<file path="config.mk">
export PLATFORM = sky130hd
export DESIGN_NAME = deserializer_stream
export DESIGN_NICKNAME = d
export VERILOG_FILES = /design/src/rtl/deser_pkg.sv /design/src/rtl/deserializer_stream_sync_fifo.sv /design/src/rtl/deserializer_stream.sv
export SDC_FILE = /design/constraint.sdc
export NUM_CORES = 1
export LEC_CHECK = 0
export ABC_AREA = 1
export ABC_CLOCK_PERIOD_IN_PS = 4700
export BUFFER_PORTS_ARGS = -buffer_cell sky130_fd_sc_hd__buf_2
export CAP_MARGIN = 40
export CORE_ASPECT_RATIO = 1.2
export CORE_MARGIN = 2
export CORE_UTILIZATION = 35
export CTS_CLUSTER_DIAMETER = 40
export DETAILED_ROUTE_END_ITERATION = 10
export SLEW_MARGIN = 20
export SYNTH_ARGS = -nofsm -noshare
export SYNTH_HDL_FRONTEND = slang
export SYNTH_HIERARCHICAL = 1
export SYNTH_SLANG_ARGS = --single-unit
</file>
<file path="constraint.sdc">
create_clock -name clk -period 4.7 [get_ports clk]
set_clock_uncertainty 0.05 [all_clocks]
set_input_delay 0.47 -clock clk [delete_from_list [all_inputs] [get_ports clk]]
set_output_delay 0.47 -clock clk [all_outputs]
set_load 0.03 [all_outputs]
</file>
<file path="src/rtl/deser_pkg.sv">
// Shared types and helpers for the multi-lane serial-to-parallel stream converter.
package deser_pkg;

  typedef enum logic {
    ORDER_MSB_FIRST = 1'b0,
    ORDER_LSB_FIRST = 1'b1
  } order_e;

  // Number of enabled beats needed to fill one output word.
  function automatic int beats_f(input int width, input int lanes);
    return width / lanes;
  endfunction

endpackage

</file>
<file path="src/rtl/deserializer_stream_sync_fifo.sv">
// Small synchronous FIFO with a show-ahead head word. A push into a full FIFO
// is still accepted when a pop happens in the same cycle.
module sync_fifo #(
  parameter int WIDTH = 8,
  parameter int DEPTH = 2
) (
  input  logic             i_clk,
  input  logic             i_rst_n,
  input  logic             i_push,
  input  logic [WIDTH-1:0] i_data,
  input  logic             i_pop,
  output logic [WIDTH-1:0] o_data,
  output logic             o_full,
  output logic             o_empty
);

  localparam int ADDR_W = $clog2(DEPTH);
  localparam int CNT_W  = ADDR_W + 1;

  logic [WIDTH-1:0]  r_mem [DEPTH];
  logic [ADDR_W-1:0] r_wrPtr;
  logic [ADDR_W-1:0] r_rdPtr;
  logic [CNT_W-1:0]  r_count;
  logic              w_doPush;
  logic              w_doPop;

  // Qualify push/pop against occupancy; a pop frees the slot a full push needs.
  always_comb begin
    w_doPop  = i_pop & ~o_empty;
    w_doPush = i_push & (~o_full | w_doPop);
  end

  // Storage array: written only, never reset, since the head is masked when empty.
  always_ff @(posedge i_clk) begin
    if (w_doPush) begin
      r_mem[r_wrPtr] <= i_data;
    end
  end

  // Pointers and occupancy count.
  always_ff @(posedge i_clk) begin
    if (!i_rst_n) begin
      r_wrPtr <= '0;
      r_rdPtr <= '0;
      r_count <= '0;
    end else begin
      if (w_doPush) begin
        r_wrPtr <= r_wrPtr + 1'b1;
      end
      if (w_doPop) begin
        r_rdPtr <= r_rdPtr + 1'b1;
      end
      case ({w_doPush, w_doPop})
        2'b10:   r_count <= r_count + 1'b1;
        2'b01:   r_count <= r_count - 1'b1;
        default: r_count <= r_count;
      endcase
    end
  end

  assign o_data  = r_mem[r_rdPtr];
  assign o_full  = (r_count == CNT_W'(DEPTH));
  assign o_empty = (r_count == '0);

endmodule

</file>
<file path="src/rtl/deserializer_stream.sv">
// Multi-lane serial-to-parallel converter: assembles LANES bits per enabled beat
// into DATA_WIDTH-bit words and hands them to a small output FIFO.
module deserializer_stream
  import deser_pkg::*;
#(
  parameter int DATA_WIDTH = 8,
  parameter int LANES      = 1,
  parameter int OUT_DEPTH  = 2
) (
  input  logic                  clk,
  input  logic                  rst_n,
  input  logic [LANES-1:0]      serial_in,
  input  logic                  enable,
  input  logic                  start,
  input  logic                  msb_first,
  input  logic                  continuous,
  output logic [DATA_WIDTH-1:0] out_data,
  output logic                  out_valid,
  input  logic                  out_ready,
  output logic                  busy,
  output logic                  drop
);

  localparam int BEATS = beats_f(DATA_WIDTH, LANES);
  localparam int CNT_W = $clog2(BEATS) + 1;

  if (DATA_WIDTH % LANES != 0) begin : g_badWidth
    $error("DATA_WIDTH must be a multiple of LANES");
  end
  if (LANES != 1 && LANES != 2 && LANES != 4 && LANES != 8) begin : g_badLanes
    $error("LANES must be 1, 2, 4 or 8");
  end
  if (OUT_DEPTH < 2 || (OUT_DEPTH & (OUT_DEPTH - 1)) != 0) begin : g_badDepth
    $error("OUT_DEPTH must be a power of two and at least 2");
  end

  logic                  r_busy;
  logic [CNT_W-1:0]      r_cnt;
  logic [DATA_WIDTH-1:0] r_shift;
  order_e                r_order;
  logic                  r_cont;
  logic                  r_drop;

  order_e                w_order;
  logic                  w_cont;
  logic                  w_capture;
  logic [CNT_W-1:0]      w_beatIdx;
  logic [CNT_W-1:0]      w_nextCnt;
  logic [DATA_WIDTH-1:0] w_base;
  logic [DATA_WIDTH-1:0] w_word;
  logic                  w_complete;
  logic                  w_pop;
  logic                  w_fifoFull;
  logic                  w_fifoEmpty;
  logic [DATA_WIDTH-1:0] w_head;

  // Beat assembly: start overrides the latched mode and rewinds to beat 0, and
  // beat 0 always builds on a cleared word so continuous words never mix.
  always_comb begin
    w_order   = r_order;
    w_cont    = r_cont;
    w_beatIdx = r_cnt;
    if (start) begin
      w_order   = msb_first ? ORDER_MSB_FIRST : ORDER_LSB_FIRST;
      w_cont    = continuous;
      w_beatIdx = '0;
    end
    w_base     = (w_beatIdx == '0) ? '0 : r_shift;
    w_capture  = enable & (start | r_busy);
    w_nextCnt  = w_beatIdx + 1'b1;
    w_complete = w_capture & (w_nextCnt == CNT_W'(BEATS));
    if (w_order == ORDER_MSB_FIRST) begin
      w_word = (w_base << LANES) | DATA_WIDTH'(serial_in);
    end else begin
      w_word = w_base | (DATA_WIDTH'(serial_in) << (w_beatIdx * LANES));
    end
  end

  // Word-in-progress state: mode latches, beat counter and assembly register.
  always_ff @(posedge clk) begin
    if (!rst_n) begin
      r_busy  <= 1'b0;
      r_cnt   <= '0;
      r_shift <= '0;
      r_order <= ORDER_MSB_FIRST;
      r_cont  <= 1'b0;
    end else begin
      if (start) begin
        r_order <= w_order;
        r_cont  <= w_cont;
        r_busy  <= 1'b1;
        r_cnt   <= '0;
      end
      if (w_capture) begin
        r_shift <= w_word;
        if (w_complete) begin
          r_cnt  <= '0;
          r_busy <= w_cont;
        end else begin
          r_cnt  <= w_nextCnt;
        end
      end
    end
  end

  // Drop is registered so it lines up with the cycle the word would have appeared.
  always_ff @(posedge clk) begin
    if (!rst_n) begin
      r_drop <= 1'b0;
    end else begin
      r_drop <= w_complete & w_fifoFull & ~w_pop;
    end
  end

  assign w_pop = ~w_fifoEmpty & out_ready;

  sync_fifo #(
    .WIDTH(DATA_WIDTH),
    .DEPTH(OUT_DEPTH)
  ) u_fifo (
    .i_clk  (clk),
    .i_rst_n(rst_n),
    .i_push (w_complete),
    .i_data (w_word),
    .i_pop  (w_pop),
    .o_data (w_head),
    .o_full (w_fifoFull),
    .o_empty(w_fifoEmpty)
  );

  assign out_valid = ~w_fifoEmpty;
  assign out_data  = w_fifoEmpty ? '0 : w_head;
  assign busy      = r_busy;
  assign drop      = r_drop;

endmodule

</file>
Word level (Yosys, flattened, before mapping). Memory sizes are Yosys's and may differ from the RTL's. A register that Yosys moved wholly into a read port is not among the register bits. Index checks and enable logic that the tools add are counted.

Bits in registers: 20. Output and inout port bits: 11. Memory bits (writable): 16. Memories: 1. Bits of input ports: 8. Word-level logic and storage cells: 54.

Shifts and indexed selects: 1. Muxes and demuxes: 17. Add/sub/neg operators: 5. Equality and inequality tests: 4. Reductions and logical operators: 3. Bitwise gates (word level): 14.

Memory list: u_fifo.r_mem (depth 2, width 8, read ports 1, clocked after Yosys merged registers in 1, write ports 1, RTL line deserializer_stream_sync_fifo.sv:20) `logic [WIDTH-1:0] r_mem [DEPTH];`.

Operators by type and width (number): $mux W8 (3); $mux W4 (3); $mux W1 (10); $or A8 B1 Y8 (1); $or A8 B8 Y8 (1); $shl A1 B4 Y8 (1); $and A1 B1 Y1 (7); $add A4 B1 Y4 const B (1); $eq A2 B2 Y1 const B (2); $eq A4 B4 Y1 const B (1); $logic_not A4 Y1 (1); $pmux W2 S2 (1); $not A1 Y1 (3); $add A1 B1 Y1 const B (2); $add A2 B1 Y2 const B (1); $eq A2 B1 Y1 const B (1); $logic_not A2 Y1 (1); $or A1 B1 Y1 (2); $reduce_bool A2 Y1 (1); $sub A2 B1 Y2 const B (1).

Logic depth before layout (Yosys ltp). Gate-level depths: netlist of run 1.

Depth after elaboration: 8. Depth in mapped cells: 16. Mapped depth without buffers: 16.

Hierarchy. The synthesis of run 1 kept the hierarchy.

Modules (own cells, without submodules): deserializer_stream (instances 1, area an instance 1168.6 um2, cells an instance 169, seq. area each 320.3 um2); sync_fifo (instances 1, area an instance 822.0 um2, cells an instance 63, seq. area each 580.6 um2).

Least setup slack after synthesis of run 1. OpenSTA, ideal clock, no wires.

Path type: input port to flip-flop. Start point: input port start. End point: memory u_fifo.r_mem[0][0], enable pin. Slack: 2.462 ns. Stages: 11. Arrival time: 1.817 ns. Required time: 4.280 ns. Path buffers: 1. Library setup time: 0.370 ns. Path through: buf_6 -> nor2_2 -> ha_1 -> inv_1 -> nand2_1 -> nand2_1 -> nor2_1 -> nand2_1 -> inv_2 -> nand2_1 -> nor2_1.

Cells in the longest elaborated chain, start to end: 7. Elaborated cells between the ends (all ways): 9. Classes of those cells: 1 x add/sub; 1 x eq/ne; 3 x mux; 4 x bitwise.

RTL lines: start, declared (RTL line deserializer_stream.sv:14) `input logic start,`; $mux W4 (RTL line deserializer_stream.sv:63) `if (start) begin`; $add A4 B1 Y4 (RTL line deserializer_stream.sv:70) `w_nextCnt = w_beatIdx + 1'b1;`; $eq A4 B4 Y1 (RTL line deserializer_stream.sv:71) `w_complete = w_capture & (w_nextCnt == CNT_W'(BEATS));`; $and A1 B1 Y1 * (RTL line deserializer_stream.sv:71); via w_complete (RTL line deserializer_stream.sv:51) `logic w_complete;`; $and A1 B1 Y1 * (RTL line deserializer_stream_sync_fifo.sv:30) `w_doPush = i_push & (~o_full | w_doPop);`; $mux W1 * (RTL line deserializer_stream_sync_fifo.sv:35) `if (w_doPush) begin`; $mux W1 (implied by the code) * (RTL line deserializer_stream_sync_fifo.sv:36) `r_mem[r_wrPtr] <= i_data;`; end, declared (RTL line deserializer_stream_sync_fifo.sv:20).

Mark *: on every way through the listed nets, which the timed path passes. The rest lies on a longest branch.

Final worst setup path of run 1. Same ends and word-level chain as after synthesis.

==> metrics.md, run 1 <==
| Metric | Value |
|---|---|
| Total GRT Usage | between 10% and 20% |
| CTS root buffer | clkbuf_8 |
| Ys async rst share | 0% |
| Post-Synthesis Cells | between 200 and 250 |
| CTS tree | yes |
| Mean Syn Cell Area | 8.58 um^2 |
| Slowest library cell on the worst path | nor2_1 |
| Layout cells sized above 1 | between 30% and 40% |
| Area after DPL | approximately 2100 um^2 |
| Post-route cell area | 2200 um^2 |
| Worst EP arrival | ~2.3 ns |
| Largest net degree at the start of global routing | 21 |
| Post-CTS Resized | 0 |
| Via count | ~1400 |
| Hold Path Class | primary input to flip-flop |
| IO Port Bufs | 18 |
| P&R area growth vs syn | 10.6% |
| Sequential share of the synthesized area | 45.3% |
| Final setup margin | around 2.3 ns |
| WP data required | 4.57 ns |
| Cell leakage power | 0.00100 uW |
| Initial antenna violation count | 0 |
| Hold buffer count at CTS | 0 |
| Worst-Skew Late Latency | 0.30 ns |
| Vias in the first global route | about 1300 |
| Chip height | 86.6 um |
| Slew Limit Fails | 0 |
| Cell Area, Synth | 1990 um^2 |
| Placed Cells | between 300 and 400 |
| Worst relative slew slack | between 50% and 60% |
| CP Max Fanout | 20 |
| CP Capture Type | flip-flop |
| Critical Path Max Stage Delay | about 0.50 ns |
| Register clock-pin slew on the reported worst setup and hold paths | 0.07 ns |
| Row cnt | 30 |
| PD cells | 292 nW/um^2 |
| Drt drc | 0 |
| RSZ-0062 raised after global routing | false |
| DP HPWL | 2510 um |
| Syn nets | 244 |
| Netlist cell types | 29 |
| DR pass1 iterations | 5 |
| Clock Tree Buf Depth | 2 |
| Post-synth top cells | 42 x nand2_1, 35 x inv_1, 28 x nor2_1, 21 x dfxtp_1, 16 x edfxtp_1 |
| Vias per inst | approximately 4.5 |
| Grt ovf | 0 |
| Initial detailed-routing violation count | 66 |
| CP top delay family | simple AND/OR/NAND/NOR gates |
| Drt total wl | about 3300 um |
| Crit path kind | primary input to flip-flop |
| First-pass GRT wire length | 5640 um |
| WP buf/inv | 2 |
| Post-layout min period | 2.44 ns |
| CTS buffer count | 5 |
| Htree depth | 2 |
| Critical Path Most Common Cell | nand2_1 |
| Critical path, cell by cell | buf_2 > nor2_4 > nor2_4 > nand2_1 > nor2_2 > nand2_1 > inv_2 > nand2_1 > nor2_1 |
| Post-synth top area share | about 24% |
| DR WL/cell | 10.5 um |
| Maxcap violations | 0 |
| EDFF count, synth | 16 |
| Post-Layout Cell Count | 316 |
| Most instantiated library cell after synthesis | nand2_1 |
| CTS Sinks | 37 |
| Peak VDD IR | roughly 0.11 mV |
| Cell taking the most area after synthesis | edfxtp_1 |
| Max Fclk | 410 MHz |
| Ys Warns | 6 |
| CP startpoint kind | primary input |
| Chip width | 72.8 um |
| Ratio of final minimum period to clock period | 51.9% |
| Final count of negative-setup-slack endpoints | 0 |
| Main synth FF type | dfxtp_1 |
| Setup_tns | 0 ns |
| Ant. Diodes | 0 |
| Hold Vio Cnt, Final | 0 |
| Synth area leaders | edfxtp_1 24%, dfxtp_1 21%, nand2_1 7.9%, inv_1 6.6%, nor2_1 5.3% |
| Layout net count | 263 |
| DP Worst Slack | 1.92 ns |
| IO Pins | 19 |
| Final GP Congestion | 0.775 |
| Slew @ Worst Pin | 0.642 ns |
| #FFs+latches synth | 37 |
| Final ANT Viol Nets | 0 |
| DIE AREA | 6310 um^2 |
| Starting Density | 35.6% |
| Setup Fix Bufs, Post-CTS | 0 |
| Core area | roughly 5600 um^2 |
| Status | finished clean |
## logic make-up (layout without fill, tap and decap cells)
family,after synthesis,after routing,synth area share (%)
AO/OA/AOI/OAI,29,29,9.81
adder cells (fa/ha/maj),4,4,2.51
buffers and inverters,47,67,10.4
flip-flops,37,37,45.3
multiplexers,9,9,5.03
AND/OR/NAND/NOR,106,106,27.0
## layout make-up
cell class                 count  area [um^2]
fill                         578         3390
sequential                    37          901
multi-input combinational    148          882
inverter                      41          161
timing repair buffer          18         90.1
tap                           64         80.1
clock buffer                   5         68.8
clock inverter                 3         17.5
## layout by cell type, fill, tap and decap left out, drive strengths merged
master / netlist / final
nand2: 52 / 52
o21ai: 14 / 14
nor2: 37 / 37
ha: 4 / 4
clkinv: 0 / 2
a21oi: 14 / 14
dfxtp: 21 / 21
mux2: 8 / 8
nand4: 1 / 1
nor3: 1 / 1
nand3: 15 / 15
clkinvlp: 0 / 1
inv: 41 / 41
clkbuf: 2 / 5
mux2i: 1 / 1
buf: 4 / 18
edfxtp: 16 / 16
a31oi: 1 / 1
## through the flow
stage          hold WS, ns  power, uW  util (%)
6_report             0.412        642      39.4
5_1_grt              0.439        674      39.4
4_1_cts              0.409        654      39.4
3_5_place_dp         0.445        436      37.8
3_3_place_gp         0.429        435      37.8
2_1_floorplan        0.406        423         -
## state kept, by name, summed over array words and instances, names as in the netlist, named ones only
| signal | cells |
|---|---|
| u_fifo/r_wrPtr | 1 |
| u_fifo/r_rdPtr | 1 |
| busy | 1 |
| r_shift | 8 |
| r_order | 1 |
| r_cnt | 4 |
| u_fifo/r_count | 2 |
| drop | 1 |
| u_fifo/r_mem | 16 |
| r_cont | 1 |
## path summary, 6_finish.rpt
kind                            startpoint            endpoint  slack [ns]  cells after the start
worst max-delay path                 start  u_fifo/r_mem[0][0]        2.26                      9
worst min-delay path            continuous              r_cont        0.41                      3
worst min register to register      r_cont              r_cont        0.46                      2
worst max register to register    r_cnt[1]  u_fifo/r_mem[0][0]        2.41                     11
## layer usage
layer	up-vias	wire length (um)	global-route usage, %
met5	-	0	0
met4	0	78	6.57
met3	6	97	2.79
met2	29	1570	18.4
met1	620	1570	14.3
li1	768	-	-
## tightest hold or removal path, cell delays in order
cell,delay [ns]
buf_2,0.08
mux2i_1,0.08
nor2_1,0.08
## where the power goes
group / internal [uW] / total (uW) / switching [uW]
clock network: 102 / 215 / 113
registers: 346 / 351 / 5.19
logic: 25.1 / 76.0 / 51.0
total: 473 / 642 / 169
Power figures use the tool's default switching activity.
==> run 2, diff against run 1 <==
Settings changed: ABC_CLOCK_PERIOD_IN_PS 4700 to 2300.
Clock period 4.7 ns to 2.3 ns, I/O delays scaled along.
==> run 2 against run 1 <==
Register-to-register slack lost 2.2 ns. Combinational power up 110%. Setup slack lost 2.0 ns. Clock power increased to 2.7 times the previous value. Critical endpoint is now u_fifo/r_count[1]. Global-route usage is 1.2 points higher. Power increased by 130%. Highest routed layer unchanged. Design area up 3.0%. Sequential power is 100% higher.
==> metrics.md, run 2 (same netlist as run 1, synthesis figures left out) <==
| Metric | Value |
|---|---|
| Status | finished clean |
| Slew @ Worst Pin | 0.366 ns |
| CP startpoint kind | flip-flop |
| Flop pwr share | 49.6% |
| Worst r2r path cells | 16 |
| Critical Path Max Stage Delay | 0.34 ns |
| Worst reg2reg endpoint | u_fifo/r_count[1] |
| Hold Vio Cnt, Final | 0 |
| Register clock-pin slew on the reported worst setup and hold paths | ~0.08 ns |
| RSZ-0062 raised after global routing | false |
| Grt ovf | 0 |
| Final GP Congestion | about 0.76 |
| CP Capture Type | flip-flop |
| Largest net degree at the start of global routing | 20 |
| Core area | around 5600 um^2 |
| Starting Density | 35.6% |
| Total GRT Usage | ~13% |
| Slew Limit Fails | 0 |
| Initial antenna violation count | 0 |
| Clk pwr share | 39.5% |
| Hold buffer count at CTS | 0 |
| Worst relative slew slack | 75.5% |
| CTS tree | yes |
| Cell leakage power | between 0.001 and 0.0015 uW |
| Biggest regs | u_fifo/r_mem: 16 flops, r_shift: 8 flops, r_cnt: 4 flops |
| Vias in the first global route | 1415 |
| Critical Path Most Common Cell | nand2_1 |
| Largest register by flop count | u_fifo/r_mem |
| Chip height | around 87 um |
| DR pass1 iterations | 4 |
| Int Power | 1090 uW |
| Most common cell after layout, fill and taps aside | nand2_1 |
| Htree depth | 2 |
| Switching share of power | 25.1% |
| Final count of negative-setup-slack endpoints | 0 |
| DP HPWL | 2680 um |
| Fin util | between 40% and 50% |
| CTS Sinks | 37 |
| CP Max Fanout | 5 |
| Critical path, cell by cell | inv_1 > nor2_4 > ha_1 > inv_1 > nand2_1 > nand2_1 > nor2_1 > nand2_1 > inv_2 > nand2_1 > ha_1 > inv_1 > nand2_1 > nor2_1 > nor2_1 > nor2_1 |
| PD cells | 640 nW/um^2 |
| IO Pins | 19 |
| Worst EP arrival | roughly 2.2 ns |
| Hold path depth | 3 |
| IO Port Bufs | 18 |
| Ratio of final minimum period to clock period | 88.8% |
| Hold Path Origin | continuous |
| Via count | 1450 |
| Multi-input logic area | 887 um^2 |
| Combinational fraction of design power | 11.0% |
| Commonest cells after routing, fill and taps aside | 42 x nand2_1, 35 x inv_1, 28 x nor2_1 |
| Maxcap violations | 0 |
| Initial detailed-routing violation count | 83 |
| Layout cells sized above 1 | between 30% and 40% |
| Layout net count | 267 |
| Clock Tree Buf Depth | 2 |
| First-pass GRT wire length | 6240 um |
| Worst-Skew Late Latency | roughly 0.29 ns |
| Sequential cell area | 902 um^2 |
| Setup_tns | 0 ns |
| Hold Path Class | primary input to flip-flop |
| WP data required | ~2.5 ns |
| CTS root buffer | clkbuf_8 |
| Worst r2r src | r_cnt[1] |
| P&R area growth vs syn | 13.8% |
| Chip width | 72.8 um |
| Drt drc | 0 |
| Worst Hold Endpoint | r_cont |
| Ant. Diodes | 0 |
| CTS buffer count | 5 |
| CP top delay family | simple AND/OR/NAND/NOR gates |
| DIE AREA | between 6000 and 7000 um^2 |
| Filler cells | between 500 and 600 |
| Drt total wl | 3490 um |
| Vias per inst | 4.53 |
| Crit path kind | flip-flop to flip-flop |
| Post-layout min period | 2.04 ns |
| WP buf/inv | 4 |
| Max Fclk | 490 MHz |
| Slowest library cell on the worst path | dfxtp_2 |
| Row cnt | 30 |
| Reg2Reg Setup Slack | 0.26 ns |
| Max reg flops | 16 |
| Psw | 363 uW |
| DR WL/cell | about 11 um |
| Final ANT Viol Nets | 0 |
| Peak VDD IR | 0.208 mV |
## run 2: cell types whose count changed in the layout (fill, tap and decap cells not counted), sizes merged
| cell | change |
|---|---|
| bufinv | +1 |
| clkinv | -1 |
| buf | +4 |
## run 2: cell type report
type,instances,share of cell area (%)
Inverter,41,7.12
Multi-Input combinational cell,148,39.1
Clock buffer,5,3.04
Clock inverter,3,2.04
Tap cell,64,3.53
Sequential cell,37,39.8
Timing Repair Buffer,22,5.30
## run 2: repair_timing
action / 4_1_cts / 5_1_grt
endpoints found under the setup margin: 0 / 2
buffers inserted: 0 / 0
resized for setup: 0 / 2
## run 2: routing by layer
layer / wire length, um / global-route usage [%] / up-vias
met3: 89 / 3.14 / 4
met2: 1760 / 21.7 / 19
met4: 57 / 5.56 / 0
met5: 0 / 0 / -
li1: - / - / 774
met1: 1590 / 15.3 / 653
## run 2: worst max path at each step
stage / from / to / cells past startpoint / slack [ns]
after floorplan: start / u_fifo/r_mem[0][0] / 11 / 0.30
after global placement: start / u_fifo/r_count[1] / 16 / 0.26
after detailed placement: start / u_fifo/r_count[1] / 16 / 0.19
after CTS: r_cnt[1] / u_fifo/r_count[1] / 16 / 0.18
after global routing: r_cnt[1] / u_fifo/r_count[1] / 16 / 0.02
final: r_cnt[1] / u_fifo/r_count[1] / 16 / 0.26
## run 2: power groups by stage
stage / clock, uW / combinational (uW) / sequential (uW)
final: 572 / 159 / 718
after global routing: 615 / 181 / 722
after CTS: 588 / 161 / 718
after detailed placement: 0 / 160 / 733
after global placement: 0 / 158 / 733
after floorplan: 0 / 130 / 733
## run 2: worst register-to-register path: cells and delay by family, from the launching register on
kind / cells / cell delay [ns]
fa+ha+maj: 2 / 0.50
simple gates: 10 / 0.80
flops: 1 / 0.34
buf+inv: 4 / 0.29
## run 2: stage by stage
step                      hold WS, ns  total power (uW)  std cells  worst slack, ns  instance area [um^2]
after global routing            0.156              1520        320           0.0245                  2270
after global placement          0.429               891        312            0.265                  2140
after floorplan                 0.301               863        232            0.302                  1990
final                           0.149              1450        320            0.258                  2270
after CTS                       0.143              1470        320            0.176                  2260
after detailed placement        0.430               893        312            0.192                  2140
